`config.mk`:
```
export PLATFORM = sky130hd
export DESIGN_NAME = tx_fifo_stage
export DESIGN_NICKNAME = d
export VERILOG_FILES = /design/src/rtl/tx_fifo_stage.sv
export SDC_FILE = /design/constraint.sdc
export NUM_CORES = 1
export LEC_CHECK = 0
export ABC_AREA = 1
export BUFFER_PORTS_ARGS = -buffer_cell sky130_fd_sc_hd__buf_2
export CORE_UTILIZATION = 36
export CTS_CLUSTER_DIAMETER = 120
export DETAILED_ROUTE_END_ITERATION = 10
export HOLD_SLACK_MARGIN = 0.15
export PLACE_DENSITY_LB_ADDON = 0.12
export SYNTH_ARGS = -nofsm -noshare
export SYNTH_HDL_FRONTEND = slang
export SYNTH_SLANG_ARGS = --single-unit
```
`constraint.sdc`:
```
create_clock -name clock -period 1.9 [get_ports clock]
set_input_delay 0.095 -clock clock [delete_from_list [all_inputs] [get_ports clock]]
set_output_delay 0.095 -clock clock [all_outputs]
set_load 0.005 [all_outputs]
```
`src/rtl/tx_fifo_stage.sv`:
```
`default_nettype none
// ============================================================================
//  tx_fifo_stage : tags payload with a sync flag and periodically inserts a
//  blocklock sync word ahead of the tx lane FIFO.       Rev 1.0
// ============================================================================
module tx_fifo_stage #(
    parameter int WR_WIDTH    = 48,
    parameter int SYNC_PERIOD = 16,
    parameter int CNT_WIDTH   = 16
) (
    input  logic                clock,
    input  logic                reset_n,
    input  logic                in_enable,
    input  logic [WR_WIDTH-2:0] data_dist,
    input  logic                data_valid_dist,
    output logic                ready_dist,
    input  logic [3:0]          in_blocklock_local,
    input  logic                force_sync,
    input  logic                canpush_fifo,
    output logic                push_fifo,
    output logic [WR_WIDTH-1:0] data_fifo,
    output logic                out_sync_sent
);

    localparam logic [CNT_WIDTH-1:0] c_CNT_LAST = CNT_WIDTH'(SYNC_PERIOD - 1);
    localparam int                   c_PAD      = WR_WIDTH - 5;

    typedef enum logic {
        ST_DATA      = 1'b0,
        ST_SYNC_PEND = 1'b1
    } state_e;

    state_e                state_q,     state_d;
    logic [WR_WIDTH-1:0]   out_reg_q,   out_reg_d;
    logic                  out_valid_q, out_valid_d;
    logic [CNT_WIDTH-1:0]  word_cnt_q,  word_cnt_d;
    logic                  sync_sent_q, sync_sent_d;

    logic w_push;
    logic w_load;
    logic w_sync_load;
    logic w_ready;
    logic w_accept;

    // The slot may be refilled in the same cycle it drains: one word per cycle.
    assign w_push      = out_valid_q & canpush_fifo & in_enable;
    assign w_load      = in_enable & (~out_valid_q | w_push);
    assign w_sync_load = w_load & (state_q == ST_SYNC_PEND);
    assign w_ready     = w_load & (state_q == ST_DATA);
    assign w_accept    = w_ready & data_valid_dist;

    assign push_fifo     = w_push;
    assign ready_dist    = w_ready;
    assign data_fifo     = out_reg_q;
    assign out_sync_sent = sync_sent_q;

    always_comb begin
        state_d     = state_q;
        out_reg_d   = out_reg_q;
        out_valid_d = out_valid_q;
        word_cnt_d  = word_cnt_q;
        sync_sent_d = sync_sent_q;

        if (in_enable) begin
            sync_sent_d = w_push & out_reg_q[WR_WIDTH-1];
            // A force_sync arriving with the sync load is absorbed by it.
            if (w_sync_load) begin
                out_reg_d   = {1'b1, {c_PAD{1'b0}}, in_blocklock_local};
                out_valid_d = 1'b1;
                state_d     = ST_DATA;
                word_cnt_d  = '0;
            end else begin
                if (w_accept) begin
                    out_reg_d   = {1'b0, data_dist};
                    out_valid_d = 1'b1;
                    if (word_cnt_q == c_CNT_LAST) begin
                        word_cnt_d = '0;
                        state_d    = ST_SYNC_PEND;
                    end else begin
                        word_cnt_d = word_cnt_q + 1'b1;
                    end
                end else if (w_push) begin
                    out_valid_d = 1'b0;
                end
                if (force_sync) begin
                    state_d = ST_SYNC_PEND;
                end
            end
        end
    end

    always_ff @(posedge clock) begin
        if (!reset_n) begin
            state_q     <= ST_SYNC_PEND;
            out_reg_q   <= '0;
            out_valid_q <= 1'b0;
            word_cnt_q  <= '0;
            sync_sent_q <= 1'b0;
        end else begin
            state_q     <= state_d;
            out_reg_q   <= out_reg_d;
            out_valid_q <= out_valid_d;
            word_cnt_q  <= word_cnt_d;
            sync_sent_q <= sync_sent_d;
        end
    end

endmodule
`default_nettype wire

```
==> run_results.csv, run 1 <==
group,metric,value,unit
setup_path,crit_type,"in -> reg",
finish,nNetsFinal,616,
run_status,status,"finished, final reports clean",
synth,synth_area_leader_cell,"dfxtp_1",
synth,ys_seq_area_share,41.9,%
detailed_routing,met3_length,338,um
floorplan,die_area,9280,um2
timing,rsz0062_at_grt,"no",
timing,fmax,577,MHz
cts,cts_tree,"yes",
synth,synth-edff-count,0,
setup_path,reg2regPathDepth,8,
power_and_ir_drop,swShare,27.2,%
cts,clk_pin_slew,0.08,ns
detailed_routing,viasPerCell,4.56,
finish,mostFrequentLayoutCells,"buf_2 (107), nand2_1 (102), dfxtp_1 (67)",
finish,drive_gt1_share,39.1,%
timing,setup_violations,0,
timing,clock-skew-final,0.00740,ns
global_routing,antenna_found_initial,0,
synth,netlist_area,3200,um2
detailed_routing,routed_wl,8.04,mm
finish,layout_commonest_cell,"buf_2",
timing,fin_tns_setup,0,ns
detailed_routing,highest_layer,"met4",
synth,synth_cells,400,
finish,multi_input_area,1550,um2
timing,fin_crit_sh,91.2,%
power_and_ir_drop,seq_power_share,49.5,%
placed_design,dp_slack,0.251,ns
timing,hold_viol_final,0,
detailed_routing,vias,3061,
floorplan,die_w,96.3,um
setup_path,start_kind,"primary input",
timing,tightest_slew,0.485,ns
finish,diodes,0,
timing,finalHoldWorstSlack,0.168,ns
cts,clk_path_buf_depth,2,
finish,syn_to_final_growth,38.7,%
placed_design,place_congestion,0.800,
cts,cts_setup_buffers,0,
run,cap_viol_max_count,0,
placed_design,numPortBuffers,107,
floorplan,die_y,96.3,um
setup_path,required,2.17,ns
floorplan,core_area,8680,um2
floorplan,rows,34,
synth,avgSynthCellArea,8.01,um2
detailed_routing,wl_met1,3.60,mm
detailed_routing,drt_iter0_drc,117,
timing,setup_slack,0.167,ns
global_routing,grt_usage,18.2,%
power_and_ir_drop,p_int,2140,uW
setup_path,max_stage_delay,0.56,ns
detailed_routing,drcViolationCount,0,
cts,cts_buffers,9,
synth,synthArstFlopShare,0,%
power_and_ir_drop,vdd_drop_max,0.255,mV
cts,clkLatencyLatePin,0.34,ns
finish,fillCellCount,885,
setup_path,reg2reg_slack,0.26,ns
global_routing,overflow,0,
global_routing,grt_max_degree,44,
synth,ys.flop_type,"dfxtp_1",
floorplan,start_util,36.9,%
power_and_ir_drop,netSwitchingPower,798,uW
detailed_routing,avgRoutedWirePerCell,12.0,um
cts,cts-root-buf,"clkbuf_8",
power_and_ir_drop,p_leak,0.00186,uW
synth,ys_ff_latch,67,
cts,clock-sinks,67,
detailed_routing,firstDrtPassIters,4,
setup_path,r2r_start,"word_cnt_q[0]",
timing,period_needed,1.73,ns
setup_path,crit_start,"canpush_fifo",
timing,max_slew_margin,67.7,%
floorplan,io_pins,108,
cts,htreeDepth,3,
synth,synth_area_leaders,"dfxtp_1 (42%), nand2_1 (12%), a21oi_2 (11%)",
detailed_routing,dr_wl_met2,3.99,mm
synth,synth_top_area_share,41.9,%
timing,drv_slew,0,
setup_path,crit_slowest_cell,"dlygate4sd3_1",
global_routing,grt_pass1_vias,2795,
setup_path,crit_path_end,"data_fifo[1]",
finish,regArea,1340,um2
detailed_routing,ant_nets,0,
setup_path,path_cells,"dlygate4sd3_1, buf_2, nand2_1, nand2_1, nand3_4, inv_2, o22ai_1, dlygate4sd3_1, a21oi_1",
power_and_ir_drop,comb_power_share,13.2,%
synth,yosys_warnings,0,
power_and_ir_drop,power.density,661,nW/um2
hold_path,hp-class,"in -> reg",
setup_path,cp.arrival,2.00,ns
global_routing,grt_pass1_wl,12.9,mm
synth,ys_types,29,
setup_path,r2r-end,"word_cnt_q[14]",
synth,synth_fp_nets,458,
power_and_ir_drop,clkPwrFrac,37.4,%
placed_design,place_hpwl,5.39,mm
setup_path,cp-end-kind,"flop",
setup_path,crit_fanout,10,
## Yosys cell counts, types with 5 or more instances
cell	number
o22ai_1	5
o21ai_1	6
buf_6	7
a21oi_2	40
dfxtp_1	67
nand3_1	15
a21oi_1	19
nor2_1	31
nand4_1	9
inv_1	25
nand2_1	102
nand2_2	42
## cell families (layout without fill, tap and decap cells)
family	after synthesis	after routing	synth area share (%)
AO/OA/AOI/OAI	74	74	17.0
flip-flops	67	67	41.9
AND/OR/NAND/NOR	209	209	30.2
XOR/XNOR	2	2	0.547
adder cells (fa/ha/maj)	1	1	0.391
buffers and inverters	47	210	10.0
## layer usage
| layer | GRT usage (%) | vias to the layer above |
|---|---|---|
| met1 | 22.5 | 1385 |
| met4 | 6.62 | 0 |
| met3 | 5.21 | 10 |
| met2 | 29.9 | 61 |
| li1 | - | 1605 |
| met5 | 0 | - |
## metrics by stage
| stage | total power [uW] | area (um2) | instances | utilization, % |
|---|---|---|---|---|
| final | 2940 | 4440 | 671 | 51.2 |
| after global routing | 3090 | 4440 | 671 | 51.2 |
| after CTS | 2980 | 4430 | 671 | 51.0 |
| after detailed placement | 1780 | 3700 | 601 | 42.7 |
| after global placement | 1770 | 3700 | 601 | 42.7 |
| after floorplan | 1680 | 3200 | 400 | - |
## worst max-delay path, delay by kind of cell
| kind | cells | cell delay (ns) |
|---|---|---|
| and+or+nand+nor | 3 | 0.37 |
| AOI/OAI and AO/OA | 2 | 0.20 |
| buffers and inverters | 4 | 1.34 |
## registers in the layout, indices dropped and copies added (netlist names)
name / cells
state_q: 1
data_fifo: 48
out_valid_q: 1
out_sync_sent: 1
word_cnt_q: 16
## how the worst min path moves through the flow
| stage | endpoint | depth (start not counted) | start |
|---|---|---|---|
| after floorplan | data_fifo[10] | 2 | data_dist[10] |
| after CTS | out_sync_sent | 5 | in_enable |
| after detailed placement | data_fifo[24] | 3 | data_dist[24] |
| after global routing | data_fifo[47] | 3 | in_enable |
| final | data_fifo[47] | 3 | in_enable |
| after global placement | data_fifo[17] | 3 | data_dist[17] |
## power groups by stage
stage	Sequential, uW	Clock (uW)	Combinational, uW
after CTS	1450	1140	383
after global routing	1460	1210	428
final	1450	1100	387
after floorplan	1480	0	196
after global placement	1480	0	291
after detailed placement	1480	0	291
## repair_timing
action                                 CTS  global route
endpoints found under the hold margin   52             0
gates resized for setup                  0             4
setup endpoints to repair                0             4
hold buffers                            54             0
## cell type report
cell class,instances,area share (%)
inverters,29,2.73
flip-flops and latches,67,30.2
multi-input cells,286,35.0
repair buffers,165,24.9
well taps,108,3.04
clock inverters,6,1.04
clock buffers,10,3.10
(Power assumes the default switching activity.)
==> run 2: changes to the inputs <==
--- a/config.mk
+++ b/config.mk
@@ -5,7 +5,7 @@
 export SDC_FILE = /design/constraint.sdc
 export NUM_CORES = 1
 export LEC_CHECK = 0
-export ABC_AREA = 1
+export ABC_AREA = 0
 export BUFFER_PORTS_ARGS = -buffer_cell sky130_fd_sc_hd__buf_2
 export CORE_UTILIZATION = 36
 export CTS_CLUSTER_DIAMETER = 120
==> run_results.csv, run 2 <==
group,metric,value,unit
run_status,status,"finished, final reports clean",
timing,setup_violations,0,
synth,synth_cells,301,
power_and_ir_drop,swShare,26.0,%
hold_path,hp-class,"in -> reg",
cts,clk_path_buf_depth,2,
detailed_routing,avgRoutedWirePerCell,13.4,um
setup_path,crit_type,"reg -> reg",
finish,drive_gt1_share,29.5,%
synth,netlist_area,2750,um2
global_routing,grt_pass1_vias,2657,
setup_path,max_stage_delay,0.43,ns
cts,clock-sinks,67,
timing,drv_slew,0,
power_and_ir_drop,p_int,2140,uW
timing,clock-skew-final,0.00881,ns
setup_path,crit_slowest_cell,"nor4_1",
detailed_routing,ant_nets,0,
floorplan,die_area,8000,um2
setup_path,cp.arrival,1.97,ns
finish,multi_input_area,1310,um2
power_and_ir_drop,comb_power_share,12.7,%
hold_path,hold_start,"in_enable",
setup_path,r2r_start,"word_cnt_q[9]",
synth,ys_ff_latch,67,
finish,syn_to_final_growth,49.6,%
detailed_routing,viasPerCell,4.91,
timing,fin_tns_setup,0,ns
synth,synth_area_leaders,"dfxtp_1 (49%), a22oi_1 (12%), nor2b_1 (7.3%)",
synth,synth.most_common_cell,"dfxtp_1",
setup_path,path_cells,"nor4_1, nand4_1, and2_4, o21ai_4, o21ai_1",
cts,cts_tree,"yes",
power_and_ir_drop,seq_power_share,50.1,%
floorplan,io_pins,108,
synth,ys.flop_type,"dfxtp_1",
placed_design,numPortBuffers,107,
synth,yosys_warnings,0,
cts,htreeDepth,3,
floorplan,core_area,7330,um2
setup_path,cp_top_family,"simple AND/OR/NAND/NOR gates",
setup_path,reg2reg_slack,0.16,ns
detailed_routing,drcViolationCount,0,
synth,synth-edff-count,0,
synth,ys_types,41,
detailed_routing,routed_wl,7.53,mm
synth,ys_seq_area_share,48.7,%
detailed_routing,drt_iter0_drc,144,
power_and_ir_drop,netSwitchingPower,753,uW
synth,synth_fp_nets,359,
finish,layout_commonest_cell,"buf_2",
global_routing,grt_usage,19.7,%
finish,mostFrequentLayoutCells,"buf_2 (107), dfxtp_1 (67), dlygate4sd3_1 (54)",
floorplan,die_y,89.4,um
setup_path,required,2.13,ns
power_and_ir_drop,vdd_drop_max,0.457,mV
cts,cts_buffers,9,
floorplan,rows,31,
power_and_ir_drop,power.density,702,nW/um2
timing,fmax,575,MHz
finish,largest_reg_flops,48,
timing,hold_viol_final,0,
synth,synth_commonest_cells,"dfxtp_1 (67), a22oi_1 (44), nor2b_1 (32)",
timing,period_needed,1.74,ns
cts,cts_hold_buf,54,
global_routing,grt_pass1_wl,11.9,mm
setup_path,reg2regPathDepth,5,
detailed_routing,firstDrtPassIters,4,
setup_path,crit_fanout,8,
timing,rsz0062_at_grt,"no",
placed_design,place_congestion,0.804,
timing,finalHoldWorstSlack,0.174,ns
finish,fillCellCount,676,
synth,synthArstFlopShare,0,%
timing,max_slew_margin,64.2,%
cts,cts_setup_buffers,0,
timing,fin_crit_sh,91.5,%
cts,clk_pin_slew,0.08,ns
setup_path,r2r-end,"word_cnt_q[10]",
floorplan,die_w,89.4,um
finish,nNetsFinal,518,
synth,synth_top_area_share,48.7,%
hold_path,hold_depth,3,
power_and_ir_drop,p_leak,0.00173,uW
floorplan,start_util,37.5,%
placed_design,place_hpwl,4.81,mm
global_routing,grt_max_degree,34,
finish,regArea,1340,um2
synth,synth_area_leader_cell,"dfxtp_1",
setup_path,crit_buf_inv,0,
hold_path,min_to,"out_sync_sent",
power_and_ir_drop,clkPwrFrac,37.2,%
cts,cts-root-buf,"clkbuf_8",
synth,avgSynthCellArea,9.14,um2
run,cap_viol_max_count,0,
finish,diodes,0,
setup_path,cp-end-kind,"flop",
timing,tightest_slew,0.535,ns
cts,cts_resized,0,
global_routing,overflow,0,
global_routing,antenna_found_initial,0,
detailed_routing,vias,2771,
setup_path,start_kind,"flop",
cts,clkLatencyLatePin,0.35,ns
-- run 2: cell types whose count changed in the layout (fill, tap and decap cells not counted), sizes merged, moves of 7 or more --
cell | previous run | this run
a21oi | 60 | 4
nand2 | 144 | 22
nor4 | 0 | 9
nor2 | 33 | 24
nor2b | 0 | 32
a22oi | 0 | 44
inv | 32 | 5
nand3 | 17 | 7
and2 | 0 | 7
-- run 2: worst max path at each step --
stage | from | endpoint | cells past startpoint
final | word_cnt_q[9] | word_cnt_q[10] | 5
after global routing | word_cnt_q[5] | word_cnt_q[6] | 5
after CTS | word_cnt_q[9] | word_cnt_q[10] | 5
after detailed placement | word_cnt_q[9] | word_cnt_q[10] | 5
after global placement | word_cnt_q[3] | word_cnt_q[11] | 5
after floorplan | word_cnt_q[0] | word_cnt_q[10] | 7
-- run 2: per-stage QoR --
stage	utilization [%]	total power [uW]	area, um2	worst slack, ns	std cells
3_5_place_dp	46.4	1760	3400	0.200	494
4_1_cts	56.2	2930	4120	0.166	564
6_report	56.2	2890	4120	0.161	564
5_1_grt	56.2	3030	4120	0.0131	564
3_3_place_gp	46.4	1760	3400	0.297	494
2_1_floorplan	-	1630	2750	0.319	301
-- run 2: layout make-up --
class                      instances  area share [%]
clock buffer                      10            3.34
clock inverter                     6           0.972
inverter                           4           0.365
multi-input combinational        209            31.9
sequential                        67            32.6
tap                               99            3.01
timing repair buffer             169            27.9
-- run 2: logic make-up after synthesis --
| logic type | after synthesis | synth area share, % |
|---|---|---|
| buffers and inverters | 25 | 3.91 |
| and+or+nand+nor | 123 | 24.6 |
| DFF | 67 | 48.7 |
| AOI/OAI and AO/OA | 81 | 21.0 |
| xor gates and xnor gates | 4 | 1.27 |
| adders and majority gates | 1 | 0.454 |
-- run 2: metal layers --
metal	vias up	wire length, um	track usage [%]
li1	1404	-	-
met1	1291	3360	22.5
met4	0	132	8.23
met5	-	0	0
met2	66	3720	33.9
met3	10	318	6.19
-- run 2: worst reg2reg max path, stage by stage, from the launching register on --
cell and delay, ns:
dfxtp_1 0.37, nor4_1 0.43, nand4_1 0.26, and2_4 0.28, o21ai_4 0.18, o21ai_1 0.09
-- run 2: power by group through the flow --
stage	Combinational, uW	Sequential [uW]	Clock (uW)
floorplan	148	1480	0
global placement	281	1480	0
detailed placement	281	1480	0
CTS	367	1450	1120
global route	404	1450	1170
finish	367	1450	1080
